[src/rtl/transmit_ordered_set.sv]
// PCS transmit ordered-set state machine: turns GMII TX_EN/TX_ER framing into
// the /I/ /S/ /D/ /V/ /T/ /R/ selector, paced by the code-group transmitter.
module transmit_ordered_set #(
  parameter int CNT_W = 16
) (
  input  logic             GTX_CLK,
  input  logic             mr_main_reset,
  input  logic             TX_EN,
  input  logic             TX_ER,
  input  logic             TX_OSET_indicate,
  input  logic             tx_even,
  output logic [6:0]       TX_O_SET,
  output logic             transmitting,
  output logic [3:0]       tx_state,
  output logic [CNT_W-1:0] frame_cnt,
  output logic [CNT_W-1:0] err_cnt
);

  localparam logic [6:0] OS_T = 7'd1;
  localparam logic [6:0] OS_R = 7'd2;
  localparam logic [6:0] OS_I = 7'd3;
  localparam logic [6:0] OS_D = 7'd4;
  localparam logic [6:0] OS_S = 7'd5;
  localparam logic [6:0] OS_V = 7'd6;

  typedef enum logic [3:0] {
    XMIT_DATA       = 4'd0,
    START_OF_PACKET = 4'd1,
    START_ERROR     = 4'd2,
    TX_DATA         = 4'd3,
    TX_DATA_ERROR   = 4'd4,
    END_OF_PACKET   = 4'd5,
    EPD2            = 4'd6,
    EPD3            = 4'd7
  } state_t;

  state_t state;
  state_t state_nxt;
  logic   err_flag;

  // Shared decision taken after /S/, /D/ and /V/; TX_ER is ignored once TX_EN drops.
  function automatic state_t packet_decision(input logic en, input logic er);
    if (!en)
      return END_OF_PACKET;
    else if (er)
      return TX_DATA_ERROR;
    else
      return TX_DATA;
  endfunction

  function automatic logic [6:0] oset_of(input state_t s);
    case (s)
      START_OF_PACKET, START_ERROR: return OS_S;
      TX_DATA:                      return OS_D;
      TX_DATA_ERROR:                return OS_V;
      END_OF_PACKET:                return OS_T;
      EPD2, EPD3:                   return OS_R;
      default:                      return OS_I;
    endcase
  endfunction

  function automatic logic transmitting_of(input state_t s);
    case (s)
      START_OF_PACKET, START_ERROR, TX_DATA, TX_DATA_ERROR: return 1'b1;
      default:                                              return 1'b0;
    endcase
  endfunction

  // Illegal encodings fall through to default and recover without waiting for indicate.
  always_comb begin
    state_nxt = state;
    case (state)
      XMIT_DATA:
        if (TX_OSET_indicate && TX_EN)
          state_nxt = TX_ER ? START_ERROR : START_OF_PACKET;
      START_OF_PACKET, TX_DATA, TX_DATA_ERROR:
        if (TX_OSET_indicate)
          state_nxt = packet_decision(TX_EN, TX_ER);
      START_ERROR:
        if (TX_OSET_indicate)
          state_nxt = TX_DATA_ERROR;
      END_OF_PACKET:
        if (TX_OSET_indicate)
          state_nxt = EPD2;
      EPD2:
        if (TX_OSET_indicate)
          state_nxt = tx_even ? EPD3 : XMIT_DATA;
      EPD3:
        if (TX_OSET_indicate)
          state_nxt = XMIT_DATA;
      default:
        state_nxt = XMIT_DATA;
    endcase
  end

  // Outputs are registered from the next state so they move on the same edge as state.
  always_ff @(posedge GTX_CLK) begin
    if (mr_main_reset) begin
      state        <= XMIT_DATA;
      TX_O_SET     <= OS_I;
      transmitting <= 1'b0;
      frame_cnt    <= '0;
      err_cnt      <= '0;
      err_flag     <= 1'b0;
    end else begin
      state        <= state_nxt;
      TX_O_SET     <= oset_of(state_nxt);
      transmitting <= transmitting_of(state_nxt);

      if (state_nxt == TX_DATA_ERROR)
        err_flag <= 1'b1;
      else if (state == XMIT_DATA)
        err_flag <= 1'b0;

      if (state_nxt == END_OF_PACKET && state != END_OF_PACKET) begin
        frame_cnt <= frame_cnt + 1'b1;
        if (err_flag)
          err_cnt <= err_cnt + 1'b1;
      end
    end
  end

  assign tx_state = state;

endmodule
[config.mk]
export PLATFORM = sky130hd
export DESIGN_NAME = transmit_ordered_set
export DESIGN_NICKNAME = d
export VERILOG_FILES = /design/src/rtl/transmit_ordered_set.sv
export SDC_FILE = /design/constraint.sdc
export NUM_CORES = 1
export LEC_CHECK = 0
export BUFFER_PORTS_ARGS = -buffer_cell sky130_fd_sc_hd__buf_2
export CAP_MARGIN = 40
export CORE_MARGIN = 2
export CORE_UTILIZATION = 58
export CTS_CLUSTER_SIZE = 14
export DETAILED_ROUTE_END_ITERATION = 8
export PLACE_DENSITY = 0.83
export SYNTH_ARGS = -nofsm -noshare
export SYNTH_HDL_FRONTEND = slang
export SYNTH_SLANG_ARGS = --single-unit
[constraint.sdc]
create_clock -name GTX_CLK -period 4.75 [get_ports GTX_CLK]
set_clock_uncertainty 0.05 [all_clocks]
set_input_delay 0.2375 -clock GTX_CLK [delete_from_list [all_inputs] [get_ports GTX_CLK]]
set_output_delay 0.2375 -clock GTX_CLK [all_outputs]
set_load 0.005 [all_outputs]
# After elaboration in Yosys (flattened, before gate mapping)
# Cells that the tools add are included.
# op_classes
n_reduce_logical	9
n_eq_ne	15
n_lt_le_gt_ge	0
add_sub_neg	2
mux	15
mul	0
shift	0
n_bitwise	0
div_mod_pow	0
# ops
cell	n
$add 16x1->16 const B	2
$eq 4x3->1 const B	8
$mux 4	6
$pmux 4 s6	1
$eq 4x2->1 const B	4
$pmux 3 s5	1
$mux 3	3
$eq 4x1->1 const B	2
$logic_not 4->1	1
$ne 4x3->1 const B	1
$reduce_or 2->1	2
$reduce_or 4->1	1
$mux 1	3
$reduce_or 3->1	1
$logic_and 1x1->1	2
$mux 2	1
$reduce_and 2->1	1
$reduce_bool 2->1	1
# totals
ram_bits	0
memories	0
reg_bits	45
input_bits	6
latchBits	0
rom_bits	0
word_cells	47
out_inout_bits	44

# Longest topological paths before layout
# Gate-level depths: netlist of run 1.
# logic_depth
ltp_word	7
mapped_depth	9
depth_no_buf	7

# Worst setup path after synthesis of run 1
# No wires, ideal clock.
# synth_path
kind	flip-flop to flip-flop
from	reg state[2], in the netlist tx_state[2]
to	reg err_cnt[9]
synth_period_minus_slack_ps	2605
slack_ps	2145
stages_incl_launch_ff	9
t_required_ps	4579
arrival_time_ps	2434
setup_ps	121
path_buffers	2
path_cell_list	dfxtp_1 > o21a_1 > o22ai_1 > or4_1 > buf_2 > or3_4 > buf_6 > or3_1 > mux2_4
# synth_between
elab_chain_cells	6
word_cells_on_any_way	20
classes_between	eq/ne (9); mux (7); reduce/logical (4)
# synth_rtl
item	line_no	text
start: declaration	37	state_t state;
start signal: assignment	106	state <= state_nxt;
$eq 4x1->1, or another cell as far along	72	case (state)
$reduce_or 3->1	n/a	
$pmux 4 s6	72	
$eq 4x3->1	115	if (state_nxt == END_OF_PACKET && state != END_OF_PACKET) begin
$logic_and 1x1->1 *	115	
$reduce_and 2->1 (no source line) *	n/a	
end signal: assignment	118	err_cnt <= err_cnt + 1'b1;
end: declaration	16	output logic [CNT_W-1:0] err_cnt
# Mark *: on every way between the ends. The rest lies on a longest branch, timed or not.
# A chain may end at the register's enable or synchronous reset.

# Worst setup path in the final report of run 1
# Same ends and word-level chain as after synthesis.

==> flow_metrics.env, run 1 <==
export IMPL_status="complete, no violations"
export IMPL_min_to="frame_cnt[15]"
export IMPL_port_buffers=45
export IMPL_r2r_cells=6
export IMPL_place_ws_ps=1760
export IMPL_grt_pass1_wl_mm=7.63
export IMPL_cts_tree="done"
export IMPL_io_pins=50
export IMPL_dieHeight_um=65.5
export IMPL_antenna_found_initial=0
export IMPL_diodes=0
export IMPL_fin_crit_ps=3040
export IMPL_p_leak_nw=0.959
export IMPL_synth_top_area_share_pct=37.4
export IMPL_final_antenna_net_count=0
export IMPL_cp_start_kind="register"
export IMPL_start_util_pct=60.0
export IMPL_finalSetupViolCount=0
export IMPL_first_pass_iters=4
export IMPL_final_nets=308
export IMPL_grt_pass1_vias=1745
export IMPL_area_delta_synth_final_pct=12.6
export IMPL_post_route_drc_count=0
export IMPL_fin_crit_sh_pct=64.1
export IMPL_critPathArrivalTime_ps=3180
export IMPL_synth_seq_cells=41
export IMPL_routed_wirelength_mm=4.63
export IMPL_gp_congestion=0.844
export IMPL_netlist_instances=266
export IMPL_grt_use_total_pct=22.3
export IMPL_synthArstFlopShare_pct=0
export IMPL_slowest_stage="dfxtp_1"
export IMPL_cts_buffers=5
export IMPL_synth_area_leaders="dfxtp_1, o31ai_1, or4_1"
export IMPL_htreeDepth=2
export IMPL_synth_warnings=0
export IMPL_synth_distinct_cells=43
export IMPL_hpwl_mm=3.07
export IMPL_place_inst=341
export IMPL_post_cts_buffers=0
export IMPL_wl_per_cell_um=13.3
export IMPL_grt_start_max_net_pins=50
export IMPL_r2r_start="tx_state[2]"
export IMPL_slowest_delay_ps=650
export IMPL_end_kind="register"
export IMPL_die_area_um2=4290
export IMPL_cts_resized_gates=0
export IMPL_cap_violations=0
export IMPL_vias=2100
export IMPL_worst_r2r_endpoint="err_cnt[9]"
export IMPL_numClockSinks=41
export IMPL_ir_drop_mv=0.190
export IMPL_final_max_slew_viol_count=0
export IMPL_path_class="register to register"
export IMPL_clockRootBuffer="clkbuf_8"
export IMPL_fin_ws_ps=1710
export IMPL_grt_ovfl_total=0
export IMPL_netlist_area_um2=2200
export IMPL_holdWs_ps=429
export IMPL_crit_path_cell_trace="o21a_1 -> o22ai_1 -> or4_1 -> or3_4 -> or3_1 -> mux2_4"
export IMPL_worstMarginPinSlew_ps=806
export IMPL_clockBufferDepth=2
export IMPL_powerDensity_nw_per_um2=246
export IMPL_clkTransAtPathRegs_ps=70
export IMPL_rsz0062_at_grt="false"
export IMPL_cts_hold_buf=0
export IMPL_rows=22
export IMPL_min_from="frame_cnt[15]"
export IMPL_die_x_um=65.5
export IMPL_setup_tns_ps=0
export IMPL_synthFlopType="dfxtp_1"
export IMPL_stdcell_count=348
export IMPL_max_freq_mhz=328
export IMPL_critPathMaxFanout=48
export IMPL_avgSynthCellArea_um2=8.26
export IMPL_max_slew_margin_pct=46.2
export IMPL_ff2ff_setup_slack_ps=1710
export IMPL_synth_largest_area_cell="dfxtp_1"
export IMPL_core_area_um2=3660
export IMPL_drt_initial_drc_count=245
export IMPL_clk_latency_ps=290
export IMPL_post_drt_via_cell_ratio=6.03
export IMPL_drive_gt1_share_pct=21.0
export IMPL_synth_seq_area_share_pct=37.4
export IMPL_whs_path_depth=2
export IMPL_hold_viol_final=0
export IMPL_synth_edf_count=0
export IMPL_hold_class="register to register"
export IMPL_required_ps=4880
## where the power goes
part           switching (W)  total [W]  leakage (nW)  internal [W]
Combinational      0.0000298  0.0000424         0.587     0.0000126
Clock               0.000116   0.000217        0.0412      0.000102
Sequential        0.00000330   0.000350         0.331      0.000346
## cells in the final DEF (no fill, tap or decap), types with 3 or more instances in the layout
cell type	instances
o31ai_1	21
nand2b_1	7
o21ai_0	5
a21oi_1	27
conb_1	5
nand4_1	3
and3_1	8
nand3_1	19
buf_2	45
nor2b_1	9
inv_1	3
nand2_1	17
or3_1	3
dfxtp_1	41
or4_1	21
nor3_1	5
mux2_2	7
clkbuf_8	5
nor2_1	19
## stage by stage
| step | instance area [um2] | util, % | total power (W) |
|---|---|---|---|
| after global placement | 2390 | 65.3 | 0.000399 |
| after detailed placement | 2390 | 65.3 | 0.000399 |
| after floorplan | 2210 | - | 0.000392 |
| after CTS | 2470 | 67.6 | 0.000611 |
| final | 2470 | 67.6 | 0.000609 |
| after global routing | 2470 | 67.6 | 0.000633 |
## how the worst max path moves through the flow
stage,from,endpoint,cells after the start
6_report,tx_state[2],err_cnt[9],6
5_1_grt,tx_state[2],err_cnt[9],6
4_1_cts,tx_state[2],err_cnt[9],6
3_5_place_dp,tx_state[2],err_cnt[9],6
3_3_place_gp,tx_state[2],err_cnt[9],6
2_1_floorplan,tx_state[2],err_cnt[9],8
## kinds of logic (layout without fill, tap and decap cells)
logic type	Yosys count	count (layout)	share of synthesized area [%]
mux	10	10	5.19
other cells	1	5	0.171
flops	41	41	37.4
buf+inv	26	56	5.93
fa+ha+maj	2	2	1.14
compound gates	66	66	19.4
xor+xnor	1	1	0.399
simple gates	119	119	30.4
## sequential cells by signal, indices dropped and copies added, names as in the netlist
name	count
err_cnt	16
frame_cnt	16
tx_state	4
TX_O_SET	3
err_flag	1
transmitting	1
## layer usage
metal  global-route usage [%]  vias up  routed length (um)
met3                     4.79       10                 234
met2                     35.6       64                2160
li1                         -     1059                   -
met1                     30.2      967                2180
met5                        0        -                   0
met4                     7.03        0                  54
## critical path: cells and delay by family, from the launching register on
family,cells,cell delay [ps]
flops,1,650
compound gates,2,270
mux,1,300
simple gates,3,1670
## cells in the mapped netlist, types with 3 or more instances
master,n
a21oi_1,27
and3_1,8
buf_4,4
clkbuf_1,15
dfxtp_1,41
inv_1,3
mux2_2,7
nand2_1,17
nand2b_1,7
nand3_1,19
nand4_1,3
nor2_1,19
nor2b_1,9
nor3_1,5
o21ai_0,5
o31ai_1,21
or3_1,3
or4_1,21
## area by class of cell
class | count | area, um2
inverters | 3 | 11.3
repair buffers | 46 | 233
clock buffers | 6 | 72.6
clock inverters | 1 | 8.76
multi-input cells | 203 | 1270
flip-flops and latches | 41 | 821
fillers | 299 | 1190
well taps | 48 | 60.1
Note: power is estimated with default switching activity, not from simulation.
==> inputs of run 2 (changes only) <==
- CORE_UTILIZATION: 58 -> 54
- PLACE_DENSITY: 0.83 -> 0.78
- clock period: 4.75 -> 2.9 ns (I/O delays scaled with it)
==> run 2 against run 1 <==
- sequential power up 63%
- first-iteration DRC count down 37%
- sequential share of layout area down 1.3 points
- clock-buffer cell count up 1
- critical path depth up 1
- die area up 7.0%
- combinational power up 97%
- clock power up 70%
- worst setup slack worse by 1500 ps
- largest cell class unchanged
- largest power group unchanged
==> flow_metrics.env, run 2 (synthesis results as in run 1) <==
export IMPL_placed_area_um2=2490
export IMPL_cp_start_kind="register"
export IMPL_worstMarginPinSlew_ps=992
export IMPL_clkTransAtPathRegs_ps=70
export IMPL_routed_wirelength_mm=4.92
export IMPL_final_nets=317
export IMPL_core_area_um2=3940
export IMPL_fillers=351
export IMPL_crit_path_cell_trace="o21a_1 -> o22ai_1 -> or4_1 -> or3_4 -> buf_12 -> or4_1 -> a21oi_1"
export IMPL_max_freq_mhz=369
export IMPL_die_x_um=67.8
export IMPL_grt_use_total_pct=22.7
export IMPL_dieHeight_um=67.8
export IMPL_finalSetupViolCount=0
export IMPL_htreeDepth=2
export IMPL_crit_top_cell="or4_1"
export IMPL_clk_latency_ps=290
export IMPL_cap_violations=0
export IMPL_first_pass_iters=5
export IMPL_powerDensity_nw_per_um2=398
export IMPL_slowest_stage="or4_1"
export IMPL_slowest_delay_ps=540
export IMPL_end_kind="register"
export IMPL_p_leak_nw=1.01
export IMPL_ff2ff_setup_slack_ps=190
export IMPL_fin_util_pct=65.2
export IMPL_start_util_pct=55.7
export IMPL_rsz0062_at_grt="false"
export IMPL_setup_tns_ps=0
export IMPL_io_pins=50
export IMPL_wl_per_cell_um=13.7
export IMPL_max_slew_margin_pct=33.9
export IMPL_cts_tree="done"
export IMPL_die_area_um2=4590
export IMPL_final_max_slew_viol_count=0
export IMPL_post_drt_via_cell_ratio=5.91
export IMPL_grt_ovfl_total=0
export IMPL_grt_pass1_vias=1917
export IMPL_port_buffers=45
export IMPL_rows=23
export IMPL_drt_initial_drc_count=154
export IMPL_cts_buffers=5
export IMPL_hpwl_mm=3.37
export IMPL_clockBufferDepth=2
export IMPL_whs_path_depth=2
export IMPL_fin_area_um2=2570
export IMPL_vias=2128
export IMPL_fin_crit_sh_pct=93.5
export IMPL_holdWs_ps=393
export IMPL_required_ps=3070
export IMPL_path_class="register to register"
export IMPL_ir_drop_mv=0.202
export IMPL_cts_hold_buf=0
export IMPL_clockRootBuffer="clkbuf_8"
export IMPL_post_cts_buffers=0
export IMPL_hold_viol_final=0
export IMPL_area_delta_synth_final_pct=17.1
export IMPL_grt_pass1_wl_mm=7.99
export IMPL_hold_class="input port to register"
export IMPL_final_antenna_net_count=0
export IMPL_r2r_cells=7
export IMPL_critPathMaxFanout=18
export IMPL_critPathArrivalTime_ps=2880
export IMPL_post_route_drc_count=0
export IMPL_worst_r2r_endpoint="err_cnt[4]"
export IMPL_p_total_w=0.00102
export IMPL_min_from="mr_main_reset"
export IMPL_diodes=0
export IMPL_antenna_found_initial=0
export IMPL_layout_common_cells="buf_2, dfxtp_1, a21oi_1"
export IMPL_r2r_start="tx_state[2]"
export IMPL_final_common_cell="buf_2"
export IMPL_numClockSinks=41
export IMPL_status="complete, no violations"
export IMPL_fin_crit_ps=2710
export IMPL_grt_start_max_net_pins=50
export IMPL_drive_gt1_share_pct=23.2
export IMPL_cts_resized_gates=0
export IMPL_gp_congestion=0.800
export IMPL_min_to="tx_state[0]"
[run 2: changes by cell type in the layout (fill, tap and decap cells not counted), sizes merged]
cell,previous run,this run
buf,46,55
clkbuf,6,7
clkinv,1,0
clkinvlp,0,1
[run 2: worst max-delay path, delay by kind of cell (launching register included)]
| kind | cells | cell delay (ps) |
|---|---|---|
| AOI/OAI and AO/OA | 3 | 380 |
| buffers and inverters | 1 | 190 |
| DFF | 1 | 480 |
| and+or+nand+nor | 3 | 1540 |
[run 2: per-stage QoR]
step,setup slack [ps],cells
3_5_place_dp,231,352
6_report,187,360
3_3_place_gp,277,352
4_1_cts,212,360
2_1_floorplan,295,270
5_1_grt,81.9,360
[run 2: worst max path at each step]
stage	start	to	slack, ps	cells after the start
CTS	tx_state[2]	err_cnt[4]	210	7
finish	tx_state[2]	err_cnt[4]	190	7
global route	tx_state[2]	err_cnt[13]	80	7
detailed placement	tx_state[2]	err_cnt[4]	230	7
global placement	tx_state[2]	frame_cnt[4]	280	7
floorplan	tx_state[2]	err_cnt[9]	290	8
[run 2: power breakdown]
| group | total, W | internal, W | switching, W |
|---|---|---|---|
| Combinational | 0.0000836 | 0.0000308 | 0.0000528 |
| Clock | 0.000368 | 0.000170 | 0.000198 |
| Sequential | 0.000571 | 0.000567 | 0.00000391 |
| Total | 0.00102 | 0.000769 | 0.000255 |
[run 2: cell type report]
class / count / area [um2] / share of cell area, %
clock buffers: 7 / 76.3 / 2.97
clock inverters: 1 / 7.51 / 0.292
inverters: 3 / 11.3 / 0.438
multi-input cells: 203 / 1270 / 49.3
flip-flops and latches: 41 / 821 / 31.9
well taps: 50 / 62.6 / 2.43
repair buffers: 55 / 325 / 12.7
[run 2: metal layers]
| metal | GRT usage, % | vias to the layer above | part of all wire [%] |
|---|---|---|---|
| met4 | 10.3 | 0 | 1.3 |
| met2 | 37.3 | 48 | 48 |
| li1 | - | 1075 | - |
| met3 | 5.50 | 6 | 4.7 |
| met5 | 0 | - | 0 |
| met1 | 28.0 | 999 | 46 |
